==> config.mk <==
export PLATFORM = sky130hd
export DESIGN_NAME = multi_clock_divider
export DESIGN_NICKNAME = d
export VERILOG_FILES = /design/src/rtl/multi_clock_divider.sv
export SDC_FILE = /design/constraint.sdc
export NUM_CORES = 1
export LEC_CHECK = 0
export CAP_MARGIN = 5
export CORE_UTILIZATION = 35
export DETAILED_ROUTE_END_ITERATION = 6
export DONT_BUFFER_PORTS = 1
export GPL_ROUTABILITY_DRIVEN = 0
export GPL_TIMING_DRIVEN = 0
export HOLD_SLACK_MARGIN = 0.1
export MAX_ROUTING_LAYER = met4
export PLACE_DENSITY = 0.56
export SYNTH_ARGS = -nofsm -noshare
export SYNTH_HDL_FRONTEND = slang
export SYNTH_SLANG_ARGS = --single-unit
==> constraint.sdc <==
create_clock -name clk_in -period 11.3 [get_ports clk_in]
set_clock_uncertainty 0.05 [all_clocks]
set_input_delay 2.26 -clock clk_in [delete_from_list [all_inputs] [get_ports clk_in]]
set_output_delay 2.26 -clock clk_in [all_outputs]
set_load 0.02 [all_outputs]
==> src/rtl/multi_clock_divider.sv <==
// multi_clock_divider: NUM_CH independent clock-enable generators on clk_in.
// Each channel has a runtime-programmable divide ratio and produces a
// one-cycle tick strobe and a near-50% duty square wave, both registered.
// A new ratio is held as pending and applied only at a period boundary,
// so the running period is never cut short.
module multi_clock_divider #(
  parameter int NUM_CH      = 4,
  parameter int CNT_WIDTH   = 27,
  parameter int DEFAULT_DIV = 4,
  localparam int CH_W       = (NUM_CH > 1) ? $clog2(NUM_CH) : 1
) (
  input  logic                 clk_in,
  input  logic                 rst_in,
  input  logic [NUM_CH-1:0]    ch_en_in,
  input  logic                 sync_in,
  input  logic                 cfg_valid_in,
  input  logic [CH_W-1:0]      cfg_ch_in,
  input  logic [CNT_WIDTH-1:0] cfg_div_in,
  output logic                 cfg_ready_out,
  output logic [NUM_CH-1:0]    pending_out,
  output logic [NUM_CH-1:0]    tick_out,
  output logic [NUM_CH-1:0]    clk_div_out
);

  // A ratio of zero is treated as one everywhere, including the reset value.
  localparam logic [CNT_WIDTH-1:0] RESET_DIV =
    (DEFAULT_DIV == 0) ? CNT_WIDTH'(1) : CNT_WIDTH'(DEFAULT_DIV);

  // True while the counter sits in the first ceil(div/2) cycles of the period.
  function automatic logic in_high_half(input logic [CNT_WIDTH-1:0] cnt,
                                        input logic [CNT_WIDTH-1:0] div);
    logic [CNT_WIDTH:0] half;
    half = ({1'b0, div} + {{CNT_WIDTH{1'b0}}, 1'b1}) >> 1;
    return ({1'b0, cnt} < half);
  endfunction

  logic [CNT_WIDTH-1:0] cnt_r  [NUM_CH];
  logic [CNT_WIDTH-1:0] cnt_s  [NUM_CH];
  logic [CNT_WIDTH-1:0] div_r  [NUM_CH];
  logic [CNT_WIDTH-1:0] div_s  [NUM_CH];
  logic [CNT_WIDTH-1:0] pdiv_r [NUM_CH];
  logic [CNT_WIDTH-1:0] pdiv_s [NUM_CH];
  logic [NUM_CH-1:0]    run_r, run_s;
  logic [NUM_CH-1:0]    pend_r, pend_s;
  logic [NUM_CH-1:0]    tick_r, tick_s;
  logic [NUM_CH-1:0]    clk_div_r, clk_div_s;
  logic [NUM_CH-1:0]    apply_s;

  logic                 cfg_in_range_s;
  logic                 cfg_ready_s;
  logic                 cfg_hit_s;
  logic [CNT_WIDTH-1:0] cfg_div_norm_s;

  // Config handshake: ready unless in reset or the target already holds a pending ratio.
  always_comb begin
    cfg_in_range_s = (32'(cfg_ch_in) < 32'(NUM_CH));
    cfg_ready_s    = 1'b0;
    if (rst_in) begin
      cfg_ready_s = 1'b0;
    end else if (cfg_in_range_s) begin
      cfg_ready_s = !pend_r[cfg_ch_in];
    end else begin
      cfg_ready_s = 1'b1;
    end
    cfg_hit_s      = cfg_valid_in && cfg_ready_s && cfg_in_range_s;
    cfg_div_norm_s = (cfg_div_in == {CNT_WIDTH{1'b0}}) ? CNT_WIDTH'(1) : cfg_div_in;
  end

  // Per-channel next state: counter, ratio switch at period boundaries, registered outputs.
  always_comb begin
    for (int i = 0; i < NUM_CH; i++) begin
      cnt_s[i]     = cnt_r[i];
      div_s[i]     = div_r[i];
      pdiv_s[i]    = pdiv_r[i];
      run_s[i]     = run_r[i];
      pend_s[i]    = pend_r[i];
      apply_s[i]   = 1'b0;
      tick_s[i]    = 1'b0;
      clk_div_s[i] = 1'b0;

      if (!ch_en_in[i]) begin
        // Disabled: hold at zero; a pending ratio may take effect immediately.
        cnt_s[i]   = {CNT_WIDTH{1'b0}};
        run_s[i]   = 1'b0;
        apply_s[i] = pend_r[i];
      end else if (!run_r[i] || sync_in ||
                   (cnt_r[i] == div_r[i] - CNT_WIDTH'(1))) begin
        // Start, sync or wrap: next cycle is the first of a new period.
        cnt_s[i]   = {CNT_WIDTH{1'b0}};
        run_s[i]   = 1'b1;
        apply_s[i] = pend_r[i];
      end else begin
        cnt_s[i]   = cnt_r[i] + CNT_WIDTH'(1);
        run_s[i]   = 1'b1;
        apply_s[i] = 1'b0;
      end

      if (apply_s[i]) begin
        div_s[i]  = pdiv_r[i];
        pend_s[i] = 1'b0;
      end else begin
        div_s[i]  = div_r[i];
      end

      // An accept never coincides with an apply on the same channel (ready is low while pending).
      if (cfg_hit_s && (cfg_ch_in == CH_W'(i))) begin
        pend_s[i] = 1'b1;
        pdiv_s[i] = cfg_div_norm_s;
      end else begin
        pdiv_s[i] = pdiv_r[i];
      end

      if (ch_en_in[i]) begin
        tick_s[i]    = (cnt_s[i] == div_s[i] - CNT_WIDTH'(1));
        clk_div_s[i] = in_high_half(cnt_s[i], div_s[i]);
      end else begin
        tick_s[i]    = 1'b0;
        clk_div_s[i] = 1'b0;
      end
    end
  end

  // State and output registers with synchronous reset.
  always_ff @(posedge clk_in) begin
    if (rst_in) begin
      for (int i = 0; i < NUM_CH; i++) begin
        cnt_r[i]  <= {CNT_WIDTH{1'b0}};
        div_r[i]  <= RESET_DIV;
        pdiv_r[i] <= RESET_DIV;
      end
      run_r     <= {NUM_CH{1'b0}};
      pend_r    <= {NUM_CH{1'b0}};
      tick_r    <= {NUM_CH{1'b0}};
      clk_div_r <= {NUM_CH{1'b0}};
    end else begin
      for (int i = 0; i < NUM_CH; i++) begin
        cnt_r[i]  <= cnt_s[i];
        div_r[i]  <= div_s[i];
        pdiv_r[i] <= pdiv_s[i];
      end
      run_r     <= run_s;
      pend_r    <= pend_s;
      tick_r    <= tick_s;
      clk_div_r <= clk_div_s;
    end
  end

  assign cfg_ready_out = cfg_ready_s;
  assign pending_out   = pend_r;
  assign tick_out      = tick_r;
  assign clk_div_out   = clk_div_r;

endmodule

# Yosys cells after proc, flatten, opt, wreduce, memory -nomap -nowiden
# Memories as Yosys holds them, arrays and structs flattened.
# Cells that the tools add are included.
# totals
ff_bits,16
wordCells,147
mem_count,3
ram_bits,324
out_inout_bits,13
# classes
order_cmp,5
addsub,16
n_bitwise,16
eq_ne,11
mux,55
reduce_logical,28
# mem_list
name,words,width,read_ports,rd_clocked_by_memory_dff,write_ports,line_no,rtl
cnt_r,4,27,4,0,4,37,logic [CNT_WIDTH-1:0] cnt_r [NUM_CH];
div_r,4,27,4,0,4,39,logic [CNT_WIDTH-1:0] div_r [NUM_CH];
pdiv_r,4,27,4,0,4,41,logic [CNT_WIDTH-1:0] pdiv_r [NUM_CH];
# ops
operator,count
$mux W27,29
$eq A27 B27 Y1,8
$sub A27 B1 Y27 const B,8
$add A27 B1 Y28 const B,4
$add A27 B1 Y27 const B,4
$lt A27 B27 Y1,4
$logic_not A27 Y1,1
$mux W1,25
$or A1 B1 Y1,12
$logic_or A1 B1 Y1,8
$reduce_bool A2 Y1,4
$reduce_or A2 Y1,4
$logic_and A1 B1 Y1,5
$logic_not A1 Y1,5
$eq A2 B2 Y1 const B,2
$not A1 Y1,4
$lt A2 B3 Y1 const B,1
$bmux W1 S2,1
$eq A2 B1 Y1 const B,1
$logic_not A2 Y1,1

# Longest topological paths before layout
# Gate-level depths: netlist of the first run.
# An unclocked memory read counts as a cell.
# logic_depth
ltp_word,9
ltp_mapped,39

# Least setup slack after synthesis of the first run
# OpenSTA, ideal clock, no wires.
# synth_timing
path_kind,input-to-reg
start,input port ch_en_in[0]
end,register clk_div_r[0] (netlist: clk_div_out[0])
arrival_ns,7.294
path_stages,30
setup_time_ns,0.074
path_buffers,6
required_ns,11.176
path_slack_ns,3.882
path_cell_list,nand2_1 -> or2_2 -> buf_1 -> o21ai_4 -> buf_2 -> buf_2 -> buf_2 -> buf_2 -> buf_2 -> nand2_1 -> nand2_1 -> ha_1 -> nand4_1 -> nor2_1 -> nand2_1 -> xnor2_1 -> a21oi_1 -> ha_1 -> a21oi_1 -> nor2b_1 -> o21ai_0 -> nand2b_1 -> a21oi_1 -> nor2b_1 -> o21ai_0 -> nand2b_1 -> a221o_1 -> a21o_1 -> a211o_1 -> a31oi_1
# synth_between
elab_chain_cells,4
# synth_lines
item,line_no,rtl
from (decl),14,"input logic [NUM_CH-1:0] ch_en_in,"
$mux W1,81,if (!ch_en_in[i]) begin
$mux W27,98,if (apply_s[i]) begin
$add A27 B1 Y28,33,"half = ({1'b0, div} + {{CNT_WIDTH{1'b0}}, 1'b1}) >> 1;"
$lt A27 B27 Y1,34,"return ({1'b0, cnt} < half);"
to (signal assigned),134,clk_div_r <= {NUM_CH{1'b0}};
to (signal assigned),144,clk_div_r <= clk_div_s;
to (decl),46,"logic [NUM_CH-1:0] clk_div_r, clk_div_s;"
# Several ways; a longest one is shown, not always the timed one.
# A chain may end at the register's enable or synchronous reset.

==> results_dict.tcl, run 1 <==
set metrics [dict create \
    outcome "finished with violations" \
    violations "DRC" \
    hold_viol_final 0 \
    cts.clk_slew.worst_paths_ps 60 \
    dr_total_vias 27700 \
    crit_required_ps 11700 \
    port_buffers 0 \
    rows 102 \
    rsz0062_at_grt "no" \
    final_area_um2 30500 \
    multi_input_area_um2 19500 \
    post-route-period-util_pct 88.1 \
    ys_types 87 \
    seqCellArea_um2 6810 \
    crit_path_start_kind "flop" \
    synth_edf_count 0 \
    drv_cap 0 \
    postCtsSetupBuffers 0 \
    drt_iter0_markers 2956 \
    critPathArrivalTime_ps 10360 \
    drive_gt1_share_pct 5.16 \
    die-height_um 283 \
    cts_root_buf "clkbuf_16" \
    syn_to_final_growth_pct 10.5 \
    setup_viol 0 \
    cts_resized 0 \
    syn_area_um2 27600 \
    clockBufferDepth 3 \
    io_pins 50 \
    ant_nets 0 \
    pwr_density_cell_nw_per_um2 96.3 \
    yosysSeqAreaShare_pct 24.7 \
    synth.net_count 3852 \
    start_util_pct 35.5 \
    clock-sinks 340 \
    grt_max_degree 15 \
    layout_setup_ws_ps 1350 \
    layout_commonest_cell "nand2_1" \
    syn_area_per_cell_um2 7.46 \
    cp_max_fo 10 \
    worst_path_max_delay_cell "nor4_1" \
    criticalPathCategory "flop to flop" \
    cts_buffers 43 \
    core_area_um2 77700 \
    antenna_found_initial 3 \
    p_leak_uw 0.0113 \
    postPlaceCellArea_um2 28900 \
    ys_ff_latch 340 \
    end_kind "flop" \
    routed_wl_um 106000 \
    wl_per_cell_um 21.9 \
    layout.nets 3898 \
    place_ws_ps 1690 \
    async_reset_ff_share_pct 0 \
    cpPeakStageDelay_ps 910 \
    grt_pass1_vias 25400 \
    worst_pin_slew_ps 1230 \
    synth-warning-count 0 \
    drc 12 \
    fmax_mhz 100 \
    htreeDepth 2 \
    gr-total-overflow 0 \
    dpl.hpwl_um 82300 \
    firstDrtPassIters 7 \
    avgViaCountPerCell 5.74 \
    die_area_um2 79900 \
    track_usage_pct 26.7 \
    fin_crit_ps 9960 \
    maxSlewViolCount 0 \
    hold_buffers 0 \
    peakVddDrop_v 0.000103 \
    fill_cells 8213 \
    synth_ff_type "dfxtp_1" \
    finalPower_uw 2940 \
    insertion_delay_ps 610 \
    cts_tree "built" \
    grt_pass1_wl_um 159000 \
    synthesis.instances 3699 \
    hp-class "flop to flop" \
    final_cell_mix "454 x nand2_1, 412 x nor2_1, 340 x dfxtp_1" \
    crit_top_cell "buf_2" \
    die_x_um 283 \
    fin_setup_tns_ps 0 \
    slew_headroom_pct 17.9 \
]
area by class of cell:
class / count / area share, %
Antenna cell: 2 / 0.0164
Buffer: 245 / 3.24
Clock buffer: 53 / 3.92
Clock inverter: 27 / 1.22
Inverter: 76 / 0.936
Multi-Input combinational cell: 3038 / 64.0
Sequential cell: 340 / 22.3
Tap cell: 1040 / 4.27
Timing Repair Buffer: 1 / 0.0493
power by group:
group          switching [µW]  internal, µW
registers                16.6          1210
clock network             626           939
logic                     104          40.1
cell usage after synthesis (all sizes together) (42+ instances only):
cell type    n  area share (%)
nor2       412             5.6
nand2b      63             1.4
ha         116             5.3
buf         63             1.1
inv         76             1.0
nor2b       51             1.2
nand3      130             2.4
xor2       186             5.9
nand4       66             1.5
dfxtp      340              25
xnor2      243             7.7
nor3       178             3.3
o21ai      107             2.0
nor4        85             2.1
or4         48             1.3
a21oi      211             3.8
or3         42            0.95
mux2i      146             5.3
clkbuf     182             2.5
nand2      454             6.2
per-stage QoR:
step | hold WS, ps | utilization (%) | instances
finish | 413 | 39.2 | 4822
global route | 453 | 39.2 | 4822
CTS | 417 | 39.2 | 4819
detailed placement | 407 | 37.2 | 4739
global placement | 397 | 37.2 | 4739
floorplan | 384 | - | 3699
path summary, 6_finish.rpt:
path | slack (ps) | from | end | cells after the start
worst max register to register | 1350 | div_r[0][3] | clk_div_out[0] | 36
worst min register to register | 410 | pdiv_r[2][25] | pdiv_r[2][25] | 2
worst min-delay path | 410 | pdiv_r[2][25] | pdiv_r[2][25] | 2
worst max-delay path | 1350 | div_r[0][3] | clk_div_out[0] | 36
cells by family after synthesis:
family                     after synthesis  share of synthesized area [%]
AOI/OAI and AO/OA                      616                           14.7
xor gates and xnor gates               430                           13.7
and+or+nand+nor                       1701                           30.5
DFF                                    340                           24.7
buffers and inverters                  321                           4.61
adders and majority gates              117                           5.30
muxes                                  174                           6.49
worst max-delay path, delay by kind of cell, from the launching register on:
kind / cells / cell delay, ps
AND/OR/NAND/NOR: 13 / 3250
AO/OA/AOI/OAI: 12 / 3010
buffers and inverters: 8 / 2540
adder cells (fa/ha/maj): 2 / 470
flip-flops: 1 / 310
XOR/XNOR: 1 / 150
routing by layer:
layer	vias up	track usage, %	part of all wire, %
li1	13200	-	-
met1	13100	35.9	45
met2	1173	39.7	43
met3	162	6.11	9.6
met4	0	7.25	2.6
met5	-	-	0
flip-flops by register name, summed over array words and instances (netlist names):
signal and count:
tick_out 4, pending_out 4, cnt_r 108, div_r 108, run_r 4, pdiv_r 108
clk_div_out 4
No activity file was read; power rests on OpenSTA's default activity.
==> run 2: changes to the inputs <==
--- a/config.mk
+++ b/config.mk
@@ -13,7 +13,6 @@
 export GPL_TIMING_DRIVEN = 0
 export HOLD_SLACK_MARGIN = 0.1
 export MAX_ROUTING_LAYER = met4
-export PLACE_DENSITY = 0.56
 export SYNTH_ARGS = -nofsm -noshare
 export SYNTH_HDL_FRONTEND = slang
 export SYNTH_SLANG_ARGS = --single-unit
==> run 2 against run 1 <==
The run now ends clean. Routed wire length down 2.5%. Via count rose by 1.4%. Clock-buffer cell count rose by 5. Critical path depth stayed put. Largest cell class unchanged. Critical path type unchanged. Highest routed layer unchanged. Total power is 5.4% lower. Final cell count fell by 0.12%. First-iteration DRC count increased by 12%. Clock power is 9.6% lower. Global-route usage fell by 0.63 points.
==> results_dict.tcl, run 2 (synthesized netlist as in run 1, its figures left out) <==
set metrics [dict create \
    outcome "finished clean" \
    top_regs "cnt_r (108), div_r (108), pdiv_r (108)" \
    hp-class "flop to flop" \
    postCtsSetupBuffers 0 \
    fin_crit_ps 9820 \
    clockBufferDepth 3 \
    syn_to_final_growth_pct 9.85 \
    insertion_delay_ps 600 \
    drive_gt1_share_pct 4.82 \
    grtUsageMet1_pct 34.7 \
    layout_setup_ws_ps 1480 \
    worst_pin_slew_ps 1360 \
    die_x_um 283 \
    antenna_found_initial 4 \
    seq_power_share_pct 44.2 \
    avgViaCountPerCell 5.83 \
    peakVddDrop_v 0.0000889 \
    core_area_um2 77700 \
    die_area_um2 79900 \
    postPlaceCellArea_um2 28900 \
    gr-total-overflow 0 \
    intPower_uw 2080 \
    layout.nets 3897 \
    setup_viol 0 \
    grt_busiest_layer "met2" \
    final_cell_mix "454 x nand2_1, 412 x nor2_1, 340 x dfxtp_1" \
    hold_buffers 0 \
    track_usage_pct 26.0 \
    io_pins 50 \
    clkPwrFrac_pct 50.7 \
    fin_setup_tns_ps 0 \
    p_sw_uw 695 \
    use_met2_pct 38.2 \
    port_buffers 0 \
    cp_max_fo 10 \
    pwr_density_cell_nw_per_um2 91.6 \
    routed_wl_um 103000 \
    criticalPathCategory "flop to flop" \
    die-height_um 283 \
    grt_pass1_wl_um 156000 \
    crit_required_ps 11670 \
    swShare_pct 25.0 \
    worst_path_max_delay_cell "nor4_1" \
    critPathArrivalTime_ps 10190 \
    rsz0062_at_grt "no" \
    dp.cells 4740 \
    cts_buffers 42 \
    end_kind "flop" \
    layout_commonest_cell "nand2_1" \
    p_leak_uw 0.0111 \
    drv_cap 0 \
    post-route-period-util_pct 86.9 \
    fmax_mhz 102 \
    final_cells 4816 \
    crit_path_start_kind "flop" \
    cts.clk_slew.worst_paths_ps 60 \
    cts_tree "built" \
    finalPower_uw 2780 \
    maxSlewViolCount 0 \
    use_met3_pct 6.50 \
    cts_resized 0 \
    grt_max_degree 13 \
    rows 102 \
    drt_iter0_markers 3322 \
    htreeDepth 2 \
    cpPeakStageDelay_ps 940 \
    slew_headroom_pct 9.35 \
    share_comb_of_total_power_pct 5.2 \
    fill_cells 8128 \
    clock-sinks 340 \
    start_util_pct 35.5 \
    ant_nets 0 \
    grt_pass1_vias 25800 \
    crit_top_cell "buf_2" \
    dpl.hpwl_um 80600 \
    cts_root_buf "clkbuf_16" \
    hold_viol_final 0 \
    wl_per_cell_um 21.4 \
    final_area_um2 30300 \
    dr_total_vias 28100 \
    place_ws_ps 1840 \
    firstDrtPassIters 6 \
    drc 0 \
]
[run 2: changes by cell type in the layout (fill, tap and decap cells not counted)]
cell	before	now
clkbuf_8	6	7
clkbuf_16	44	43
clkbuf_2	1	0
clkinv_2	11	5
inv_6	3	1
diode_2	2	3
clkbuf_1	184	190
clkinv_4	3	0
clkinv_8	1	0
bufinv_16	8	4
clkinvlp_4	1	5
[run 2: final timing paths]
path,startpoint,to,slack [ps],cells after the start
max,div_r[0][3],clk_div_out[0],1480,36
min,pdiv_r[3][24],pdiv_r[3][24],410,2
max reg2reg,div_r[0][3],clk_div_out[0],1480,36
min reg2reg,pdiv_r[3][24],pdiv_r[3][24],410,2
[run 2: worst max-delay path, delay by kind of cell, from the launching register on]
| family | cells | cell delay (ps) |
|---|---|---|
| buffers and inverters | 8 | 2490 |
| AOI/OAI and AO/OA | 12 | 3000 |
| and+or+nand+nor | 13 | 3130 |
| xor gates and xnor gates | 1 | 150 |
| adders and majority gates | 2 | 470 |
| DFF | 1 | 300 |
[run 2: final cells by class]
type / count / area, µm² / area share (%)
buffer: 245 / 987 / 3.26
inverter: 76 / 285 / 0.941
tap: 1040 / 1300 / 4.29
sequential: 340 / 6810 / 22.5
clock inverter: 15 / 191 / 0.632
timing repair buffer: 1 / 15.0 / 0.0495
antenna: 3 / 7.51 / 0.0248
clock buffer: 58 / 1200 / 3.97
multi-input combinational: 3038 / 19500 / 64.4
[run 2: metal layers]
metal | share of wire (%) | vias to the layer above
met5 | 0 | -
li1 | - | 13200
met4 | 3.5 | 0
met2 | 42 | 1314
met1 | 44 | 13300
met3 | 11 | 229
[run 2: stage by stage]
step | util, % | hold slack, ps
3_5_place_dp | 37.2 | 401
6_report | 39.0 | 408
5_1_grt | 39.0 | 427
4_1_cts | 39.0 | 409
2_1_floorplan | - | 384
3_3_place_gp | 37.2 | 394
[run 2: power groups by stage]
stage / Sequential (µW) / Clock [µW] / Combinational, µW
finish: 1230 / 1410 / 143
CTS: 1230 / 1430 / 138
global route: 1230 / 1480 / 153
global placement: 1250 / 0 / 137
detailed placement: 1250 / 0 / 138
floorplan: 1250 / 0 / 90.7
